`src/rtl/chunked_negate_unit_pkg.sv`:
```
`timescale 1ns/1ps
`default_nettype none
// +--------------------------------------------------------------------------+
// | Module      : chunked_negate_unit_pkg                                    |
// | Description : Mode codes, FSM encodings and helpers for the chunked      |
// |               negate unit.                                               |
// | Revision    : 1.0 - initial release                                      |
// +--------------------------------------------------------------------------+
package chunked_negate_unit_pkg;

    localparam logic [1:0] NEG_MODE_PASS = 2'b00;
    localparam logic [1:0] NEG_MODE_NEG  = 2'b01;
    localparam logic [1:0] NEG_MODE_ABS  = 2'b10;
    localparam logic [1:0] NEG_MODE_SMAG = 2'b11;

    localparam int              ST_W    = 2;
    localparam logic [ST_W-1:0] ST_IDLE = 2'd0;
    localparam logic [ST_W-1:0] ST_RUN  = 2'd1;
    localparam logic [ST_W-1:0] ST_DONE = 2'd2;

    // Abs and sign-magnitude only invert negative operands.
    function automatic logic neg_invert(input logic [1:0] mode, input logic msb);
        return (mode == NEG_MODE_NEG) ||
               (((mode == NEG_MODE_ABS) || (mode == NEG_MODE_SMAG)) && msb);
    endfunction

endpackage
`default_nettype wire

```
`src/rtl/chunked_negate_unit_adder.sv`:
```
`timescale 1ns/1ps
`default_nettype none
// +--------------------------------------------------------------------------+
// | Module      : chunked_negate_unit_adder                                  |
// | Description : Narrow unsigned adder with carry-out on overflow.          |
// | Revision    : 1.0 - initial release                                      |
// +--------------------------------------------------------------------------+
module chunked_negate_unit_adder #(
    parameter int ADDER_SIZE = 8
) (
    input  logic [ADDER_SIZE-1:0] dIn0,
    input  logic [ADDER_SIZE-1:0] dIn1,
    output logic [ADDER_SIZE-1:0] dOut,
    output logic                  overflow
);

    assign {overflow, dOut} = {1'b0, dIn0} + {1'b0, dIn1};

endmodule
`default_nettype wire

```
`src/rtl/chunked_negate_unit.sv`:
```
`timescale 1ns/1ps
`default_nettype none
// +--------------------------------------------------------------------------+
// | Module      : chunked_negate_unit                                        |
// | Description : Pass / negate / abs / sign-magnitude of a word, computed   |
// |               CHUNK_SIZE bits per cycle, LSB first, with handshakes.     |
// | Revision    : 1.0 - initial release                                      |
// +--------------------------------------------------------------------------+
module chunked_negate_unit #(
    parameter int NUM_SIZE   = 32,
    parameter int CHUNK_SIZE = 8
) (
    input  logic                clk,
    input  logic                rstN,
    input  logic                inValid,
    output logic                inReady,
    input  logic [1:0]          mode,
    input  logic [NUM_SIZE-1:0] dIn,
    output logic                outValid,
    input  logic                outReady,
    output logic [NUM_SIZE-1:0] dOut,
    output logic                ovf
);
    import chunked_negate_unit_pkg::*;

    localparam int                NUM_CHUNKS = NUM_SIZE / CHUNK_SIZE;
    localparam int                CNT_W      = (NUM_CHUNKS > 1) ? $clog2(NUM_CHUNKS) : 1;
    localparam int                IDX_W      = $clog2(NUM_SIZE) + 1;
    localparam logic [CNT_W-1:0]  LAST_CHUNK = CNT_W'(NUM_CHUNKS - 1);
    localparam logic [NUM_SIZE-1:0] MOST_NEG = {1'b1, {(NUM_SIZE-1){1'b0}}};

    logic [ST_W-1:0]       state_q, state_d;
    logic [NUM_SIZE-1:0]   data_q;
    logic [NUM_SIZE-1:0]   dout_q, dout_d;
    logic [1:0]            mode_q;
    logic                  inv_q;
    logic                  carry_q;
    logic                  ovf_q;
    logic [CNT_W-1:0]      cnt_q;

    logic                  w_accept;
    logic                  w_release;
    logic                  w_last;
    logic                  w_inv;
    logic [IDX_W-1:0]      w_base;
    logic [CHUNK_SIZE-1:0] w_slice;
    logic [CHUNK_SIZE-1:0] w_carry_vec;
    logic [CHUNK_SIZE-1:0] w_sum;
    logic [CHUNK_SIZE-1:0] w_res;
    logic                  w_cout;

    assign w_accept  = inValid  && (state_q == ST_IDLE);
    assign w_release = outReady && (state_q == ST_DONE);
    assign w_last    = (cnt_q == LAST_CHUNK);
    assign w_inv     = neg_invert(mode, dIn[NUM_SIZE-1]);

    // Two's-complement negation as ~x + 1, rippled one chunk at a time.
    assign w_base      = IDX_W'(cnt_q) * IDX_W'(CHUNK_SIZE);
    assign w_slice     = inv_q ? ~data_q[w_base +: CHUNK_SIZE] : data_q[w_base +: CHUNK_SIZE];
    assign w_carry_vec = CHUNK_SIZE'(carry_q);

    chunked_negate_unit_adder #(
        .ADDER_SIZE (CHUNK_SIZE)
    ) u_adder (
        .dIn0     (w_slice),
        .dIn1     (w_carry_vec),
        .dOut     (w_sum),
        .overflow (w_cout)
    );

    // Sign-magnitude keeps the operand's sign bit on top of the magnitude.
    always_comb begin
        w_res = w_sum;
        if ((mode_q == NEG_MODE_SMAG) && w_last) begin
            w_res[CHUNK_SIZE-1] = data_q[NUM_SIZE-1];
        end
    end

    always_comb begin
        dout_d                        = dout_q;
        dout_d[w_base +: CHUNK_SIZE]  = w_res;
    end

    always_ff @(posedge clk or negedge rstN) begin
        if (!rstN) begin
            state_q <= ST_IDLE;
        end else begin
            state_q <= state_d;
        end
    end

    always_comb begin
        state_d = state_q;
        case (state_q)
            ST_IDLE: if (inValid)  state_d = ST_RUN;
            ST_RUN:  if (w_last)   state_d = ST_DONE;
            ST_DONE: if (outReady) state_d = ST_IDLE;
            default:               state_d = ST_IDLE;
        endcase
    end

    always_comb begin
        inReady  = (state_q == ST_IDLE);
        outValid = (state_q == ST_DONE);
        dOut     = dout_q;
        ovf      = ovf_q;
    end

    always_ff @(posedge clk or negedge rstN) begin
        if (!rstN) begin
            data_q  <= '0;
            dout_q  <= '0;
            mode_q  <= NEG_MODE_PASS;
            inv_q   <= 1'b0;
            carry_q <= 1'b0;
            ovf_q   <= 1'b0;
            cnt_q   <= '0;
        end else if (w_accept) begin
            data_q  <= dIn;
            dout_q  <= '0;
            mode_q  <= mode;
            inv_q   <= w_inv;
            carry_q <= w_inv;
            ovf_q   <= w_inv && (dIn == MOST_NEG);
            cnt_q   <= '0;
        end else if (state_q == ST_RUN) begin
            dout_q  <= dout_d;
            carry_q <= w_cout;
            cnt_q   <= w_last ? '0 : cnt_q + 1'b1;
        end else if (w_release) begin
            ovf_q   <= 1'b0;
        end
    end

endmodule
`default_nettype wire

```
`config.mk`:
```
export PLATFORM = sky130hd
export DESIGN_NAME = chunked_negate_unit
export DESIGN_NICKNAME = d
export VERILOG_FILES = /design/src/rtl/chunked_negate_unit_pkg.sv /design/src/rtl/chunked_negate_unit_adder.sv /design/src/rtl/chunked_negate_unit.sv
export SDC_FILE = /design/constraint.sdc
export NUM_CORES = 1
export LEC_CHECK = 0
export ABC_CLOCK_PERIOD_IN_PS = 7400
export CAP_MARGIN = 0
export CORE_MARGIN = 1
export CORE_UTILIZATION = 55
export CTS_BUF_LIST = sky130_fd_sc_hd__clkbuf_8 sky130_fd_sc_hd__clkbuf_16
export CTS_CLUSTER_DIAMETER = 30
export DETAILED_ROUTE_END_ITERATION = 10
export PLACE_DENSITY = 0.85
export SLEW_MARGIN = 20
export SYNTH_ARGS = -nofsm -noshare
export SYNTH_HDL_FRONTEND = slang
export SYNTH_SLANG_ARGS = --single-unit
```
`constraint.sdc`:
```
create_clock -name clk -period 7.4 [get_ports clk]
set_input_delay 0.74 -clock clk [delete_from_list [all_inputs] [get_ports clk]]
set_output_delay 0.74 -clock clk [all_outputs]
set_load 0.02 [all_outputs]
```
==> summary.txt <==
Status
  • Outcome: finished with violations
  • Failing checks: DRC

Setup path
  • Family with the most delay on the worst path: flip-flops
  • Critical Path End Type: flop
  • CP Launch Type: flop
  • R2R Path End: dOut[20]
  • R2R Setup Slk: 4.05 ns
  • CP arrival: 3.56 ns
  • R2r worst-path depth: 9
  • Critical path class: reg -> reg
  • CP startpoint: cnt_q[0]
  • Crit path buffers/inverters: 1
  • Slowest CP cell: dfrtp_1
  • CP Cell Sequence: mux4_2 > xor2_1 > ha_1 > ha_1 > inv_1 > o21ai_0 > o21ai_0 > xnor2_1 > o21ai_0
  • Crit-path max cell delay: around 0.93 ns
  • Worst Path Max Fanout: 25
  • Cell mode on critical path: o21ai_0
  • Reg-to-Reg Start: cnt_q[0]
  • Required @ worst endpoint: approximately 7.6 ns

STA
  • Slew margin rel.: 0.232
  • Crit path time final: 3.35 ns
  • Final Setup Violations: 0
  • FMAX: ~0.30 GHz
  • RSZ-0062 raised after global routing: false
  • Final Max Tran Viols: 0
  • Sum Neg Setup Slack: 0 ns
  • Worst-margin pin slew: 1.14 ns
  • Clock skew: around 0.0085 ns
  • Hold_ws: around 0.48 ns
  • Period utilization: 0.452
  • Final Hold Vio Count: 0

Power
  • Maximum VDD drop: about 0.00023 V
  • Leak: approximately 2 nW
  • Pwr dens: 433 nW/um^2

Final layout
  • Area grow syn2layout: 26.4%
  • Fillers: slightly below 500
  • Commonest cells after routing, fill and taps aside: nand2_1, dfrtp_1, clkdlybuf4s50_1, o21ai_0, clkbuf_8
  • Final Net Count: roughly 480
  • Leading cell type in the layout, fill and taps excluded: nand2_1
  • Share of cells above drive strength 1: 0.0729
  • Ant. Diodes: 0

Place
  • I/O Buffers: 72
  • Routability cong.: approximately 0.89
  • Detail Placement HPWL: ~6300 um

Synth
  • Mapped Cells: about 370
  • Cell Area, Synth: ~3600 um^2
  • Syn. warnings: 0
  • Avg Synthesized Cell Area: 9.82 um^2
  • Syn nets: a little over 400
  • Register area share after synthesis: 0.507
  • Seq cells post-synth: 73
  • Unique masters post-synth: 45

Detailed routing
  • Detailed Routing Iterations Pass 1: 8
  • Post-route ant nets: 0
  • WL final: about 8700 um
  • Residual DRC count: 2
  • Via-per-instance ratio: around 5.9
  • DRT iter0 DRCs: between 200 and 300
  • Post-DR wirelength/cell: ~17 um
  • Via count: ~3000

Clocking
  • TritonCTS buffer count: 9
  • CTS tree: built
  • Clock Path Buffers: 2
  • CTS hold repair buffers: 0
  • H-tree Lvls: 3
  • Clk_lat worst skew: around 0.35 ns
  • Cts repair resizes: 0
  • CTS Sinks: between 70 and 80
  • Root buffer cell: clkbuf_8
  • Setup bufs post-CTS: 0
  • Clock-pin slew on the worst setup and hold paths: 0.07 ns

Global route
  • GR Overflow Total: 0
  • Pin count of the biggest net entering global routing: 74
  • First-pass GRT wire length: between 10000 and 15000 um
  • Initial antenna violation count: 0
  • GRT Total Usage: 0.270
  • Vias in the first global route: roughly 3000

Die
  • Initial Util: 0.568
  • Die height: 83.0 um
  • Cell Rows: 29
  • Die Footprint: about 7000 um^2
  • Total core area: ~6300 um^2
  • Num ports: 73
  • Die W: slightly above 80 um

Min path
  • HP Class: reg -> reg
  • Hold EP: data_q[16]
  • Min-Delay Path Depth: 2
  • Hold_sp: data_q[16]

Flow run
  • Max cap viols: 0
[how the worst max path moves through the flow]
| stage | cells after the start | slack (ns) | to |
|---|---|---|---|
| finish | 9 | 4.05 | dOut[20] |
| global route | 9 | 3.80 | dOut[20] |
| CTS | 9 | 4.04 | dOut[20] |
| detailed placement | 9 | 4.07 | dOut[20] |
| global placement | 9 | 4.18 | dOut[20] |
| floorplan | 10 | 4.43 | dOut[29] |
[per-stage QoR]
| step | util | setup slack [ns] | power (mW) | area, um^2 | cells |
|---|---|---|---|---|---|
| detailed placement | 0.687 | 4.07 | 1.65 | 4360 | 501 |
| global placement | 0.687 | 4.18 | 1.61 | 4360 | 501 |
| floorplan | - | 4.43 | 1.33 | 3600 | 367 |
| finish | 0.718 | 4.05 | 1.97 | 4560 | 516 |
| global route | 0.718 | 3.80 | 2.10 | 4560 | 516 |
| CTS | 0.718 | 4.04 | 1.97 | 4560 | 516 |
[metal layers]
metal / up-vias / global-route usage / share of wire
li1: 1439 / - / -
met1: 1487 / 0.368 / 0.43
met2: 117 / 0.434 / 0.50
met3: 18 / 0.0457 / 0.052
met4: 0 / 0.107 / 0.022
met5: - / 0 / 0
[synthesized netlist by cell type]
cell type / n / area, um^2
or3_1: 6 / 37.5
and4_1: 1 / 8.76
nor4_1: 8 / 50.1
buf_6: 1 / 11.3
buf_2: 1 / 5.00
inv_1: 6 / 22.5
and3_1: 1 / 6.26
or3_4: 2 / 22.5
o41ai_1: 1 / 8.76
nor4b_1: 2 / 17.5
a21oi_1: 8 / 40.0
or3b_2: 1 / 8.76
nor3_1: 7 / 35.0
nor2b_1: 2 / 12.5
nor2_1: 5 / 18.8
mux2i_1: 3 / 30.0
and2_1: 1 / 6.26
nand3b_1: 7 / 52.6
and4b_1: 1 / 10.0
o31ai_1: 1 / 7.51
o311a_1: 1 / 10.0
buf_1: 6 / 22.5
nand2b_1: 4 / 25.0
a21o_1: 2 / 15.0
or4_1: 1 / 7.51
ha_1: 6 / 75.1
mux2_2: 1 / 11.3
dfrtp_1: 73 / 1830
a32oi_1: 5 / 43.8
a31oi_1: 5 / 31.3
nand4_1: 7 / 43.8
mux4_2: 8 / 180
a22o_1: 8 / 70.1
o21a_1: 1 / 7.51
nand4b_1: 2 / 17.5
o21ai_0: 18 / 90.1
nor4b_4: 1 / 23.8
clkbuf_1: 10 / 37.5
nand2_1: 121 / 454
nand3_1: 1 / 5.00
xor2_1: 5 / 43.8
or2_2: 1 / 6.26
o2111a_1: 1 / 11.3
a32o_1: 9 / 90.1
xnor2_1: 5 / 43.8
[flip-flops by register name, indices dropped and copies added, names as in the netlist]
| name | cells |
|---|---|
| inv_q | 1 |
| carry_q | 1 |
| mode_q | 2 |
| data_q | 32 |
| dOut | 32 |
| state_q | 2 |
| cnt_q | 2 |
| ovf | 1 |
[layout make-up]
type | count | area, um^2 | area share
tap | 77 | 96.3 | 0.0211
timing repair buffer | 75 | 738 | 0.162
sequential | 73 | 1830 | 0.401
inverter | 6 | 22.5 | 0.00494
clock inverter | 4 | 43.8 | 0.00961
clock buffer | 11 | 151 | 0.0332
multi-input combinational | 270 | 1680 | 0.368
[cells by family (layout without fill, tap and decap cells)]
logic type	after synthesis	in the layout	synth area share
AO/OA/AOI/OAI	60	60	0.118
XOR/XNOR	10	10	0.0243
adder cells (fa/ha/maj)	6	6	0.0208
buffers and inverters	24	96	0.0274
flip-flops	73	73	0.507
multiplexers	12	12	0.0614
AND/OR/NAND/NOR	182	182	0.241
[worst register-to-register path, delay by kind of cell (launching register included)]
kind / cells / cell delay [ns]
DFF: 1 / 0.93
adders and majority gates: 2 / 0.67
muxes: 1 / 0.61
AOI/OAI and AO/OA: 3 / 0.47
xor gates and xnor gates: 2 / 0.45
buffers and inverters: 1 / 0.09
[power by group]
part | internal, mW | switching [mW] | total (mW)
sequential | 0.554 | 0.146 | 0.700
combinational | 0.401 | 0.558 | 0.959
clock | 0.170 | 0.144 | 0.314
total | 1.12 | 0.848 | 1.97
No activity file was read; power rests on OpenSTA's default activity.
